### config.mk
export PLATFORM = sky130hd
export DESIGN_NAME = apb_master_bridge
export DESIGN_NICKNAME = d
export VERILOG_FILES = /design/src/rtl/apb_master_pkg.sv /design/src/rtl/apb_wait_timer.sv /design/src/rtl/apb_master_bridge.sv
export SDC_FILE = /design/constraint.sdc
export NUM_CORES = 1
export LEC_CHECK = 0
export CAP_MARGIN = 20
export CORE_MARGIN = 4
export CORE_UTILIZATION = 39
export DETAILED_ROUTE_END_ITERATION = 8
export PLACE_DENSITY = 0.77
export SYNTH_ARGS = -nofsm -noshare
export SYNTH_HDL_FRONTEND = slang
export SYNTH_SLANG_ARGS = --single-unit
### constraint.sdc
create_clock -name PCLK -period 1.5 [get_ports PCLK]
set_input_delay 0.225 -clock PCLK [delete_from_list [all_inputs] [get_ports PCLK]]
set_output_delay 0.225 -clock PCLK [all_outputs]
set_load 0.02 [all_outputs]
### src/rtl/apb_master_pkg.sv
// Shared types and constants for the APB3 requester bridge.
// Holds the transfer state encoding, default bus widths and the wait-timer width helper.
package apb_master_pkg;

  typedef enum logic [1:0] {
    IDLE   = 2'd0,
    SETUP  = 2'd1,
    ACCESS = 2'd2,
    RESP   = 2'd3
  } apb_state_e;

  localparam int DW_DEFAULT      = 32;
  localparam int AW_DEFAULT      = 12;
  localparam int TIMEOUT_DEFAULT = 64;

  // Counter must be able to hold the limit value itself.
  function automatic int timer_width(input int limit);
    return $clog2(limit + 1);
  endfunction

  localparam int TIMER_W_DEFAULT = timer_width(TIMEOUT_DEFAULT);

endpackage

### src/rtl/apb_wait_timer.sv
// ACCESS-phase wait-cycle counter for the APB requester bridge.
// Used only when APB_MASTER_TIMEOUT_EN is defined. 'expired' flags the wait
// cycle that brings the count to LIMIT, so the caller can abort in that cycle.
module apb_wait_timer
  import apb_master_pkg::*;
#(
  parameter int LIMIT = TIMEOUT_DEFAULT,
  parameter int W     = timer_width(LIMIT)
) (
  input  logic clk,
  input  logic rst,
  input  logic clear,
  input  logic count,
  output logic expired
);

  logic [W-1:0] cnt;

  // Wait counter: cleared on ACCESS entry, saturates at LIMIT.
  always_ff @(posedge clk) begin
    if (rst) begin
      cnt <= {W{1'b0}};
    end else if (clear) begin
      cnt <= {W{1'b0}};
    end else if (count && (cnt != W'(LIMIT))) begin
      cnt <= cnt + W'(1);
    end else begin
      cnt <= cnt;
    end
  end

  // Current wait cycle is the LIMIT-th one.
  always_comb begin
    expired = count && (cnt == W'(LIMIT - 1));
  end

endmodule

### src/rtl/apb_master_bridge.sv
// APB3 requester bridge: valid/ready command in, one APB transfer, valid/ready response out.
// One transfer in flight, all outputs registered, synchronous active-high PRESET.
// Optional ACCESS-phase abort is enabled by defining APB_MASTER_TIMEOUT_EN.
module apb_master_bridge
  import apb_master_pkg::*;
#(
  parameter int DW             = DW_DEFAULT,
  parameter int AW             = AW_DEFAULT,
  parameter int TIMEOUT_CYCLES = TIMEOUT_DEFAULT
) (
  input  logic          PCLK,
  input  logic          PRESET,
  input  logic          cmd_valid,
  output logic          cmd_ready,
  input  logic          cmd_write,
  input  logic [AW-1:0] cmd_addr,
  input  logic [DW-1:0] cmd_wdata,
  output logic          rsp_valid,
  input  logic          rsp_ready,
  output logic [DW-1:0] rsp_rdata,
  output logic          rsp_err,
  output logic [AW-1:0] PADDR,
  output logic          PSEL,
  output logic          PENABLE,
  output logic          PWRITE,
  output logic [DW-1:0] PWDATA,
  input  logic [DW-1:0] PRDATA,
  input  logic          PREADY,
  input  logic          PSLVERR
);

  if (TIMEOUT_CYCLES < 1) begin : g_bad_timeout
    $error("TIMEOUT_CYCLES must be >= 1");
  end

  apb_state_e    state;
  apb_state_e    next_state;
  logic          accept;
  logic          done;
  logic          abort;
  logic          expired;
  logic          cmd_ready_d;
  logic          psel_d;
  logic          penable_d;
  logic          pwrite_d;
  logic          rsp_valid_d;
  logic          rsp_err_d;
  logic [AW-1:0] paddr_d;
  logic [DW-1:0] pwdata_d;
  logic [DW-1:0] rsp_rdata_d;

  assign accept = (state == IDLE) && cmd_valid && cmd_ready;
  assign done   = (state == ACCESS) && PREADY;
  assign abort  = (state == ACCESS) && !PREADY && expired;

`ifdef APB_MASTER_TIMEOUT_EN
  apb_wait_timer #(
    .LIMIT(TIMEOUT_CYCLES)
  ) u_wait_timer (
    .clk    (PCLK),
    .rst    (PRESET),
    .clear  (state == SETUP),
    .count  ((state == ACCESS) && !PREADY),
    .expired(expired)
  );
`else
  assign expired = 1'b0;
`endif

  // State and registered outputs; reset wins over everything.
  always_ff @(posedge PCLK) begin
    if (PRESET) begin
      state     <= IDLE;
      cmd_ready <= 1'b0;
      PSEL      <= 1'b0;
      PENABLE   <= 1'b0;
      PWRITE    <= 1'b0;
      PADDR     <= {AW{1'b0}};
      PWDATA    <= {DW{1'b0}};
      rsp_valid <= 1'b0;
      rsp_rdata <= {DW{1'b0}};
      rsp_err   <= 1'b0;
    end else begin
      state     <= next_state;
      cmd_ready <= cmd_ready_d;
      PSEL      <= psel_d;
      PENABLE   <= penable_d;
      PWRITE    <= pwrite_d;
      PADDR     <= paddr_d;
      PWDATA    <= pwdata_d;
      rsp_valid <= rsp_valid_d;
      rsp_rdata <= rsp_rdata_d;
      rsp_err   <= rsp_err_d;
    end
  end

  // Transfer sequencing: IDLE -> SETUP -> ACCESS (waits) -> RESP (held until consumed).
  always_comb begin
    next_state = state;
    case (state)
      IDLE:    next_state = accept ? SETUP : IDLE;
      SETUP:   next_state = ACCESS;
      ACCESS:  next_state = (done || abort) ? RESP : ACCESS;
      RESP:    next_state = rsp_ready ? IDLE : RESP;
      default: next_state = IDLE;
    endcase
  end

  // Next values of the registered outputs, derived from the state being entered.
  always_comb begin
    cmd_ready_d = (next_state == IDLE);
    psel_d      = (next_state == SETUP) || (next_state == ACCESS);
    penable_d   = (next_state == ACCESS);
    rsp_valid_d = (next_state == RESP);
    if (accept) begin
      paddr_d  = cmd_addr;
      pwrite_d = cmd_write;
      pwdata_d = cmd_write ? cmd_wdata : {DW{1'b0}};
    end else begin
      paddr_d  = PADDR;
      pwrite_d = PWRITE;
      pwdata_d = PWDATA;
    end
    if (done) begin
      rsp_rdata_d = PWRITE ? {DW{1'b0}} : PRDATA;
      rsp_err_d   = PSLVERR;
    end else if (abort) begin
      rsp_rdata_d = {DW{1'b0}};
      rsp_err_d   = 1'b1;
    end else begin
      rsp_rdata_d = rsp_rdata;
      rsp_err_d   = rsp_err;
    end
  end

endmodule

==> Yosys cells after proc, flatten, opt, wreduce, memory -nomap -nowiden <==
Index checks and enable logic that the tools add are counted.
{ "word_totals": {"register_bits": 84, "in_bits": 83, "word_cells": 28} }
{ "op_classes": {"eq_ne": 6, "muxes": 6, "reduce_logical": 6} }
{ "ops": {"columns": ["cell", "count"], "rows": [
  ["$mux W32", 2],
  ["$eq A2 B2 Y1 const B", 4],
  ["$pmux W2 S4", 1],
  ["$eq A2 B1 Y1 const B", 2],
  ["$logic_not A2 Y1", 2],
  ["$logic_and A1 B1 Y1", 3],
  ["$mux W1", 2],
  ["$mux W2", 1],
  ["$logic_or A1 B1 Y1", 1]
]} }

==> Logic depth before layout (Yosys ltp) <==
{ "depth": {"depth_word": 7, "ltp_mapped": 7} }

==> Worst setup path before layout <==
No wires, ideal clock.
{ "synth_timing": {"path_type": "reg-to-reg", "startpoint": "register cmd_ready", "endpoint": "register PSEL", "setup_time_ns": 0.125, "arrival_ns": 1.527, "required_ns": 1.375, "path_slack_ns": -0.152, "path_stages_with_launch": 8, "n_path_buf": 3, "synth_period_minus_slack_ns": 1.652, "path_cell_list": "dfxtp_1 > nor4bb_1 > buf_2 > buf_6 > buf_8 > nor3_1 > ha_1 > nor2b_1"} }
{ "synth_between": {"elab_chain_len": 5, "elab_cells_between_ends": 6, "cone_classes": "eq/ne: 2; mux: 2; reduce/logical: 2"} }
{ "synth_lines": {"columns": ["item", "line", "source"], "rows": [
  ["start, declared", "apb_master_bridge.sv:14", "output logic cmd_ready,"],
  ["start signal, assigned", "apb_master_bridge.sv:85", "cmd_ready <= cmd_ready_d;"],
  ["$logic_and A1 B1 Y1 *", "apb_master_bridge.sv:52", "assign accept = (state == IDLE) && cmd_valid && cmd_ready;"],
  ["$mux W1 *", "apb_master_bridge.sv:101", "IDLE: next_state = accept ? SETUP : IDLE;"],
  ["$pmux W2 S4 *", "apb_master_bridge.sv:100", "case (state)"],
  ["$eq A2 B1 Y1 / $eq A2 B2 Y1 (equally long branches)", "apb_master_bridge.sv:112", "psel_d = (next_state == SETUP) || (next_state == ACCESS);"],
  ["$logic_or A1 B1 Y1 *", "apb_master_bridge.sv:112", null],
  ["named net psel_d", "apb_master_bridge.sv:43", "logic psel_d;"],
  ["end signal, assigned", "apb_master_bridge.sv:86", "PSEL <= psel_d;"],
  ["end, declared", "apb_master_bridge.sv:23", "output logic PSEL,"]
]} }
The timed path passes the listed nets; every way through them passes the cells marked *.
A chain may end at the register's enable or synchronous reset.

==> Worst setup path in the final report <==
{ "layout_timing": {"startpoint": "input cmd_valid", "endpoint": "register PADDR[9]"} }
{ "layout_between": {"elab_chain_len": 2} }
{ "layout_lines": {"columns": ["item", "line", "source"], "rows": [
  ["start, declared", "apb_master_bridge.sv:13", "input logic cmd_valid,"],
  ["$logic_and A1 B1 Y1 (2 in series)", "apb_master_bridge.sv:52", null],
  ["end signal, assigned", "apb_master_bridge.sv:78", "PADDR <= {AW{1'b0}};"],
  ["end signal, assigned", "apb_master_bridge.sv:89", "PADDR <= paddr_d;"],
  ["end, declared", "apb_master_bridge.sv:22", "output logic [AW-1:0] PADDR,"]
]} }
Every way passes these cells.

==> impl_results.md <==
- Placed cell areas: 5680 um^2
- Worst-path clk slew: 0.09 ns
- Violated checks: setup timing
- PwrDens: 853 nW/um^2
- NumNets Final: 611
- Leakage: 2.44 nW
- Post-synth ARST share: 0%
- Post-synth top cells: 92 x nand2b_1, 84 x dfxtp_1, 78 x mux2i_1, 32 x nand3b_1, 32 x or3b_1
- Highest Clock Rate: 658 MHz
- Reg2reg start: state[1]$_SDFF_PP0_
- Post-synthesis cell type count: 21
- Yosys top cell area share: 43.3%
- Worst Setup Slack post-DPL: -0.371 ns
- Ratio of cells with drive above 1 in the final layout: 6.79%
- Worst-Skew Late Latency: 0.34 ns
- Die footprint: 11,600 um^2
- TritonCTS clock tree: yes
- Crit path time final: 1.52 ns
- Vias: 3,100
- Finish-stage setup viols: 6
- Vias/cell: 4.68
- Sequential fraction of the synthesis area: 43.3%
- Grt ovf: 0
- Final Cycle Share: 101%
- Die width: 108 um
- Number of global-route vias before repair: 3,014
- Largest net degree at the start of global routing: 71
- Number of clock sinks: 84
- Final ANT Viol Nets: 0
- Flop2flop setup slack: 0.02 ns
- Max cap viols: 0
- Fin area: 5770 um^2
- # DRC: 0
- Endpoint, Worst Hold: rsp_rdata[15]$_SDFFE_PP0P_
- Min-delay worst type: input pin to register
- Synth top area cells: dfxtp_1 43%, mux2i_1 20%, nand2b_1 15%, or3b_1 7.2%, nand3b_1 6.2%
- Psw: 1.29 mW
- Mapped Nets: 458
- Worst path cell trace: clkdlybuf4s50_1 > nor4bb_4 > buf_4 > mux2i_1
- Crit path largest cell delay: 0.49 ns
- Worst-path fanout max: 19
- Clock skew: 0.0170 ns
- WL per Instance: 14.5 um
- FILL cells: 906
- RSZ-0062 raised after global routing: true
- Initial Util: 39.9%
- R2R depth: 3
- Worst hold stages: 4
- Combinational power share: 19.4%
- Min-delay src: PRESET
- Drt total wl: 9620 um
- Overall Power: 4.93 mW
- First-pass GRT wire length: 15,000 um
- Post-synthesis register bit count: 84
- WHS: 0.399 ns
- CP max-delay cell: clkdlybuf4s50_1
- Setup Buffers After CTS: 0
- Dpl cells: 647
- Clock Power Share: 32.2%
- Root Buffer: clkbuf_8
- Antenna violations before repair: 0
- GPL Wtd Cong: 0.715
- Worst endpoint required time: 1.77 ns
- Final WS setup: -0.0190 ns
- Tightest Pin Transition: 0.388 ns
- Worst Setup Path Type: input pin to register
- Dpl hpwl: 6940 um
- GRT Total Usage: 15.9%
- Fin util: 59.3%
- Rows: 36
- Net Sw Frac: 26.3%
- Peak VDD IR: 0.383 mV
- Area grow syn2layout: 48.7%
- Ports: 165
- Cell Count, Final, Fillers Out: 663
- Core ar.: 9730 um^2
- Setup TNS: -0.0541 ns
- Ys flop type: dfxtp_1
- Setup crit start kind: input pin
- Crit path DAT: 1.79 ns
- Reg power frac: 48.3%
- Critical path capture point type: register
- Status: finished with violations
- Synth Cell Area: 3880 um^2
- Internal: 3.63 mW
- H-tree Lvls: 3
- Fin. max-slew vios: 0
- Synth warn: 0
- Hold Violations, Final: 0
- Antenna cells: 0
- Most common cell in the netlist: nand2b_1
- Cell count after synthesis: 372
- Buffers added on ports: 164
- Maximum clock insertion buffer count: 2
- Drt pass-1 iters: 4
- Mean Syn Cell Area: 10.4 um^2
- Starting DRT DRC Count: 80
- CTS Buf Count: 9
- R2r endpoint: PADDR[9]$_SDFFE_PP0P_
- Leading area contributor after synthesis: dfxtp_1
- EDFF count, synth: 0
- Die Y: 108 um
- Relative slew slack: 74.1%
==> cells in the final DEF, fill, tap and decap left out, drive strengths merged <==
master	count
nand3b	32
nor4bb	1
nor2	2
or3b	32
and3	1
clkinv	4
clkbuf	10
buf	14
bufinv	1
dfxtp	84
mux2i	78
nor2b	4
o31a	1
ha	3
or3	1
clkdlybuf4s50	81
and3b	2
dlygate4sd2	82
or2	1
nor3	2
nand2b	92
inv	2
==> power by group through the flow <==
stage               registers (mW)  clock network, mW  logic (mW)
floorplan                     2.54                  0       0.440
global placement              2.44                  0        1.01
detailed placement            2.44                  0        1.03
CTS                           2.38               1.64       0.970
global route                  2.40               1.74        1.03
finish                        2.38               1.59       0.956
==> state kept, by name (all words and copies together), names as in the netlist, 2 cells and up <==
name and count:
PADDR 12, PWDATA 32, rsp_rdata 32, state 2
==> layout make-up <==
type	count	area, um^2	area share [%]
Multi-Input combinational cell	252	2040	35.3
Sequential cell	84	1690	29.2
Timing Repair Buffer	177	1680	29.2
Tap cell	133	166	2.88
Clock buffer	10	128	2.21
Clock inverter	6	62.6	1.08
Inverter	1	3.75	0.0650
==> per-layer routing <==
layer | track usage [%] | wire length, um | share of wire (%) | up-vias
met2 | 24.8 | 4420 | 46 | 112
met1 | 20.9 | 4260 | 44 | 1419
met4 | 4.96 | 165 | 1.7 | 0
met3 | 5.34 | 766 | 8.0 | 14
met5 | 0 | 0 | 0 | -
li1 | - | - | - | 1555
==> cell families (layout without fill, tap and decap cells) <==
logic type	Yosys count	after routing	synth area share [%]
compound gates	1	1	0.226
fa+ha+maj	3	3	0.967
buf+inv	36	194	4.87
flops	84	84	43.3
mux	78	78	20.1
simple gates	170	170	30.5
==> critical path: cells and delay by family <==
kind                   cells  cell delay (ns)
buffers and inverters      2             0.87
AND/OR/NAND/NOR            1             0.44
multiplexers               1             0.23
==> worst max path at each step <==
| stage | start | to | slack, ns | depth (start not counted) |
|---|---|---|---|---|
| after floorplan | state[1]$_SDFF_PP0_ | PSEL$_SDFF_PP0_ | -0.04 | 7 |
| after global placement | cmd_valid | PADDR[7]$_SDFFE_PP0P_ | -0.33 | 4 |
| after detailed placement | cmd_valid | PADDR[3]$_SDFFE_PP0P_ | -0.37 | 4 |
| after CTS | cmd_valid | PADDR[9]$_SDFFE_PP0P_ | -0.02 | 4 |
| after global routing | state[1]$_SDFF_PP0_ | PWDATA[30]$_SDFFE_PP0P_ | -0.07 | 3 |
| final | cmd_valid | PADDR[9]$_SDFFE_PP0P_ | -0.02 | 4 |
==> timing repair <==
item / 4_1_cts / 5_1_grt
resized for setup: 83 / 0
pin swaps: 0 / 0
hold buffers: 0 / 0
endpoints found under the setup margin: 86 / 26
Note: power is estimated with default switching activity, not from simulation.
